===== src/rtl/mem_share_control_wrapper.sv =====
// Memory-share scheduling control for one share group.
// Holds the L1PA shift-pattern register file and steps through 1-, 2- or
// 4-page shift sequences, one page per clock, starting at the lane0 address.
//
// state | meaning
// READY | no sequence running (cnt=0); a non-idle mode starts a new sequence
// BUSY  | sequence in progress (cnt!=0); request inputs are ignored
module mem_share_control_wrapper #(
  parameter int SHARE_GROUP_SIZE        = 5,
  parameter int RQST_ADDR_BITWIDTH      = 3,
  parameter int RQST_MODE_BITWIDTH      = 2,
  parameter int L1PA_REGFILE_PAGE_NUM   = 8,
  parameter int L1PA_REGFILE_ADDR_WIDTH = $clog2(L1PA_REGFILE_PAGE_NUM),
  parameter int L1PA_REGFILE_PAGE_WIDTH = $clog2(SHARE_GROUP_SIZE)
) (
  input  logic                                         sys_clk,
  input  logic                                         rstn,
  input  logic [RQST_ADDR_BITWIDTH*SHARE_GROUP_SIZE-1:0] rqst_addr_i,
  input  logic [RQST_MODE_BITWIDTH-1:0]                modeSet_i,
  output logic [$clog2(SHARE_GROUP_SIZE)-1:0]          l1pa_shift_o,
  output logic                                         isGtr_o,
  input  logic [L1PA_REGFILE_ADDR_WIDTH-1:0]           regType0_waddr_i,
  input  logic [L1PA_REGFILE_PAGE_WIDTH-1:0]           regType0_wdata_i,
  input  logic                                         regType0_we_i
);

  localparam int AW = L1PA_REGFILE_ADDR_WIDTH;
  localparam int PW = L1PA_REGFILE_PAGE_WIDTH;
  localparam int SW = $clog2(SHARE_GROUP_SIZE);

  localparam logic [RQST_MODE_BITWIDTH-1:0] MODE_IDLE = RQST_MODE_BITWIDTH'(0);
  localparam logic [RQST_MODE_BITWIDTH-1:0] MODE_1SEQ = RQST_MODE_BITWIDTH'(1);
  localparam logic [RQST_MODE_BITWIDTH-1:0] MODE_2SEQ = RQST_MODE_BITWIDTH'(2);

  typedef enum logic {READY, BUSY} seqState_t;

  seqState_t       stateQ, stateNext;
  logic [1:0]      cntQ, cntNext;
  logic [1:0]      kQ, kNext;
  logic [AW-1:0]   baseQ, baseNext;
  logic [SW-1:0]   shiftNext;
  logic            isGtrNext;
  logic [PW-1:0]   rf [L1PA_REGFILE_PAGE_NUM];
  logic [AW-1:0]   laneBase;
  logic [AW-1:0]   stepAddr;

  // Only lane0 carries an address in this revision; the other lanes are ignored.
  logic unusedLanes;
  assign unusedLanes = ^rqst_addr_i[RQST_ADDR_BITWIDTH*SHARE_GROUP_SIZE-1:RQST_ADDR_BITWIDTH];

  generate
    if (RQST_ADDR_BITWIDTH >= AW) begin : gBaseTrunc
      assign laneBase = rqst_addr_i[AW-1:0];
      if (RQST_ADDR_BITWIDTH > AW) begin : gUnusedHigh
        logic unusedLane0High;
        assign unusedLane0High = ^rqst_addr_i[RQST_ADDR_BITWIDTH-1:AW];
      end
    end else begin : gBaseExt
      assign laneBase = {{(AW-RQST_ADDR_BITWIDTH){1'b0}}, rqst_addr_i[RQST_ADDR_BITWIDTH-1:0]};
    end
  endgenerate

  // Page address wraps naturally through the power-of-two address width.
  assign stepAddr = baseQ + AW'(kQ);

  // Register file: synchronous write; reads elsewhere see the pre-edge contents.
  always_ff @(posedge sys_clk or negedge rstn) begin
    if (!rstn) begin
      for (int i = 0; i < L1PA_REGFILE_PAGE_NUM; i++) rf[i] <= '0;
    end else if (regType0_we_i) begin
      rf[regType0_waddr_i] <= regType0_wdata_i;
    end
  end

  // Sequencer state and registered outputs.
  always_ff @(posedge sys_clk or negedge rstn) begin
    if (!rstn) begin
      stateQ       <= READY;
      cntQ         <= '0;
      kQ           <= '0;
      baseQ        <= '0;
      l1pa_shift_o <= '0;
      isGtr_o      <= 1'b0;
    end else begin
      stateQ       <= stateNext;
      cntQ         <= cntNext;
      kQ           <= kNext;
      baseQ        <= baseNext;
      l1pa_shift_o <= shiftNext;
      isGtr_o      <= isGtrNext;
    end
  end

  // Next-state and output decode; cnt holds the steps still to issue.
  always_comb begin
    stateNext = stateQ;
    cntNext   = cntQ;
    kNext     = kQ;
    baseNext  = baseQ;
    shiftNext = '0;
    isGtrNext = 1'b0;
    case (stateQ)
      READY: begin
        if (modeSet_i != MODE_IDLE) begin
          baseNext  = laneBase;
          shiftNext = SW'(rf[laneBase]);
          kNext     = 2'd1;
          if (modeSet_i == MODE_1SEQ) begin
            cntNext   = 2'd0;
            isGtrNext = 1'b1;
            stateNext = READY;
          end else if (modeSet_i == MODE_2SEQ) begin
            cntNext   = 2'd1;
            stateNext = BUSY;
          end else begin
            cntNext   = 2'd3;
            stateNext = BUSY;
          end
        end
      end
      BUSY: begin
        shiftNext = SW'(rf[stepAddr]);
        isGtrNext = (cntQ == 2'd1);
        cntNext   = cntQ - 2'd1;
        kNext     = kQ + 2'd1;
        if (cntQ == 2'd1) stateNext = READY;
      end
      default: begin
        stateNext = READY;
        cntNext   = '0;
      end
    endcase
  end

endmodule


===== config.mk =====
export PLATFORM = sky130hd
export DESIGN_NAME = mem_share_control_wrapper
export DESIGN_NICKNAME = d
export VERILOG_FILES = /design/src/rtl/mem_share_control_wrapper.sv
export SDC_FILE = /design/constraint.sdc
export NUM_CORES = 1
export LEC_CHECK = 0
export CAP_MARGIN = 10
export CORE_ASPECT_RATIO = 1.4
export CORE_UTILIZATION = 47
export CTS_BUF_LIST = sky130_fd_sc_hd__clkbuf_2
export CTS_CLUSTER_DIAMETER = 30
export DETAILED_ROUTE_END_ITERATION = 10
export HOLD_SLACK_MARGIN = 0.03
export PLACE_DENSITY = 0.68
export RECOVER_POWER = 100
export SLEW_MARGIN = 15
export SYNTH_ARGS = -nofsm -noshare
export SYNTH_HDL_FRONTEND = slang
export SYNTH_SLANG_ARGS = --single-unit

===== constraint.sdc =====
create_clock -name sys_clk -period 4 [get_ports sys_clk]
set_input_delay 0.6 -clock sys_clk [delete_from_list [all_inputs] [get_ports sys_clk]]
set_output_delay 0.6 -clock sys_clk [all_outputs]
set_load 0.05 [all_outputs]

==> summary.txt <==
Logic synthesis
  – Syn Inst Count: ~170
  – Yosys top cell area share: 46.0%
  – Post-synthesis net count: slightly below 200
  – Synth area leader: dfrtp_1
  – Number of flops mapped to enable cells by yosys: 0
  – Most used flip-flop cell after synthesis: dfrtp_1
  – Post-synthesis sequential area ratio: approximately 46%
  – Async set-reset flop share out of synthesis: 100%
  – Post-synthesis register bit count: 36
  – Count leader, synth: dfrtp_1
  – Mean post-synth cell area: roughly 12 um^2
  – Cell variety after synth: 31
  – Area contributors post-synth: dfrtp_1 46%, mux2_2 20%, mux2i_1 4.6%, ha_1 3.2%, nor2b_1 2.2%
  – Synth cell count leaders: 36 x dfrtp_1, 35 x mux2_2, 11 x nand2_1
  – Yosys warns: 0
  – Synth Cell Area: ~0.0020 mm^2

Pwr
  – Pleak: roughly 0.93 nW
  – Sequential power share: 37.7%
  – VDD IR-drop max: about 450 uV
  – Switching share of power: 42.4%
  – Logic pwr share: between 50% and 60%
  – Pint: around 0.0009 W
  – Switching power: approximately 0.00065 W
  – Clock network power share: a little over a tenth
  – Power density of the placed cells: about 700 mW/mm^2

Route
  – Final ANT Viol Nets: 0
  – Vias per inst: slightly above 6
  – Via count: ~1400
  – Met2 WL post-DR: 2110 um
  – Remaining DRCs: 0
  – Starting DRC count in detailed routing: just over 90
  – Top sig layer: met4
  – Routed met3 length: approximately 170 um
  – Wirelength, routed: approximately 4100 um
  – DR WL/cell: around 18 um
  – Drt pass-1 iters: 4
  – Routed length on met1: approximately 1700 um

Final layout
  – Final Core Density: a little under three fifths
  – Layout Area Growth over Synthesis: 11.2%
  – Number of fill cells: 341
  – Fin nets: 216
  – Share of layout cells above drive strength 1: around a quarter
  – Final Instance Area: around 0.0022 mm^2
  – ANT cells: 0

Floorplanning
  – Die ar.: 0.00443 mm^2
  – Die height: just under 80 um
  – IO Count: 30
  – Rows: 27
  – Starting Density: between 40 and 50%
  – Overall die width: 56.6 um
  – Core Area: about 0.0040 mm^2

Placed design
  – Detailed placer's ending HPWL: a little over 3000 um
  – Number of port buffers: 17
  – Placement Cell Area: 0.00215 mm^2
  – Pre-CTS setup slack: 1.45 ns
  – Final Wtd Congestion: 0.940

Timing
  – Final setup margin: about 1.5 ns
  – Slew Limit Fails: 37
  – Slew @ Worst Pin: 1.92 ns
  – Fin crit period: around 2.5 ns
  – RSZ-0062 raised after global routing: false
  – Rel. slew slack: -27.8%
  – Final period util: roughly 63%
  – Final Skew: 0.0101 ns
  – Hold Vio Cnt, Final: 0
  – Final Hold Slack: 0.501 ns
  – Final setup TNS: 0 ns
  – Fmax: about 400 MHz
  – Final setup violation count: 0

Setup path
  – Req. time, crit path: between 4 and 5 ns
  – Arr. time, crit path: roughly 2.9 ns
  – Critical-path maximum fanout: 9
  – Critical Path Sink Type: flop
  – Crit path launch type: flop
  – Kind of critical path: flop to flop

Worst hold path
  – HP Class: flop to flop

GRT
  – GRT Total Usage: approximately a fifth
  – First-pass GRT wire length: between 6000 and 7000 um
  – Total grt overflow: 0
  – Vias in the first global route: approximately 1300
  – Initial antenna violation count: 0
  – Pin count of the biggest net entering global routing: 37

Status
  – Failing checks: max-capacitance violations, max-slew violations
  – Outcome: finished with violations

Job
  – Max Cap Viol: 1

Clocking
  – CTS buffer count: 5
  – Worst skew pair latency: 0.38 ns
  – # resized after CTS: 0
  – Hold buffer count at cts: 0
  – # clock sinks: 36
  – Clock slew at reported path FFs: 0.18 ns
  – Clock Path Buffers: 2
  – Root Buffer: clkbuf_2
  – CTS tree: done
  – H-tree Lvls: 2
  – Post-CTS setup buffer count: 0
## power groups by stage
stage	sequential [W]	combinational [W]	clock, W
2_1_floorplan	0.000612	0.000571	0
3_3_place_gp	0.000576	0.000783	0
3_5_place_dp	0.000587	0.000809	0
4_1_cts	0.000578	0.000812	0.000164
5_1_grt	0.000593	0.000860	0.000179
6_report	0.000577	0.000791	0.000160
## cell usage in the layout (no fill, tap or decap), drive strengths merged, types with 4 or more instances in the layout
cell type       n
a211oi          4
nand3           6
mux2i           9
nor2b           7
nand2b          4
clkdlybuf4s50   9
dfrtp          36
clkbuf          6
mux2           35
nand2          11
dlygate4sd3     8
inv             6
ha              5
## final cells by class
type                            instances  area [um^2]  area share [%]
Multi-Input combinational cell        117          990            45.4
Sequential cell                        36          901            41.4
Timing Repair Buffer                   18          174            7.98
Tap cell                               43         53.8            2.47
Clock buffer                            5         25.0            1.15
Inverter                                6         22.5            1.03
Clock inverter                          2         12.5           0.574
## final timing paths
| path | start | to | slack (ns) | cells past startpoint |
|---|---|---|---|---|
| worst min-delay path | cntQ[0] | cntQ[0] | 0.50 | 1 |
| worst max-delay path | kQ[0] | l1pa_shift_o[1] | 1.49 | 7 |
| worst min register to register | cntQ[0] | cntQ[0] | 0.50 | 1 |
| max in group asynchronous | rstn | rf[18] | 1.66 | 2 |
| worst max register to register | kQ[0] | l1pa_shift_o[1] | 1.49 | 7 |
| min in group asynchronous | rstn | baseQ[0] | 1.25 | 2 |
## worst max-delay path: stages (launching register included)
cell and delay (ns):
dfrtp_1 0.45, ha_1 0.17, inv_1 0.05, fa_1 0.42, xnor2_1 0.71, nand2_1 0.14
a32oi_1 0.30, a41o_1 0.22
## per-stage QoR
step	total power, W	cells
3_3_place_gp	0.00136	220
4_1_cts	0.00155	227
5_1_grt	0.00163	227
2_1_floorplan	0.00118	165
3_5_place_dp	0.00140	220
6_report	0.00153	227
## state kept, by name, indices dropped and copies added, names as in the netlist
signal and cells:
baseQ 3, cntQ 2, isGtr_o 1, kQ 2, l1pa_shift_o 3, rf 24
stateQ 1
## cells by family after synthesis
group	count (synthesis)	synth area share, %
AOI/OAI and AO/OA	21	8.11
xor gates and xnor gates	3	1.72
muxes	44	24.7
buffers and inverters	12	3.13
and+or+nand+nor	43	12.1
adders and majority gates	6	4.21
DFF	36	46.0
## layer usage
metal,up-vias,track usage (%)
li1,646,-
met5,-,0
met4,0,10.7
met2,41,35.1
met1,670,23.6
met3,12,4.94
Power figures use the tool's default switching activity.
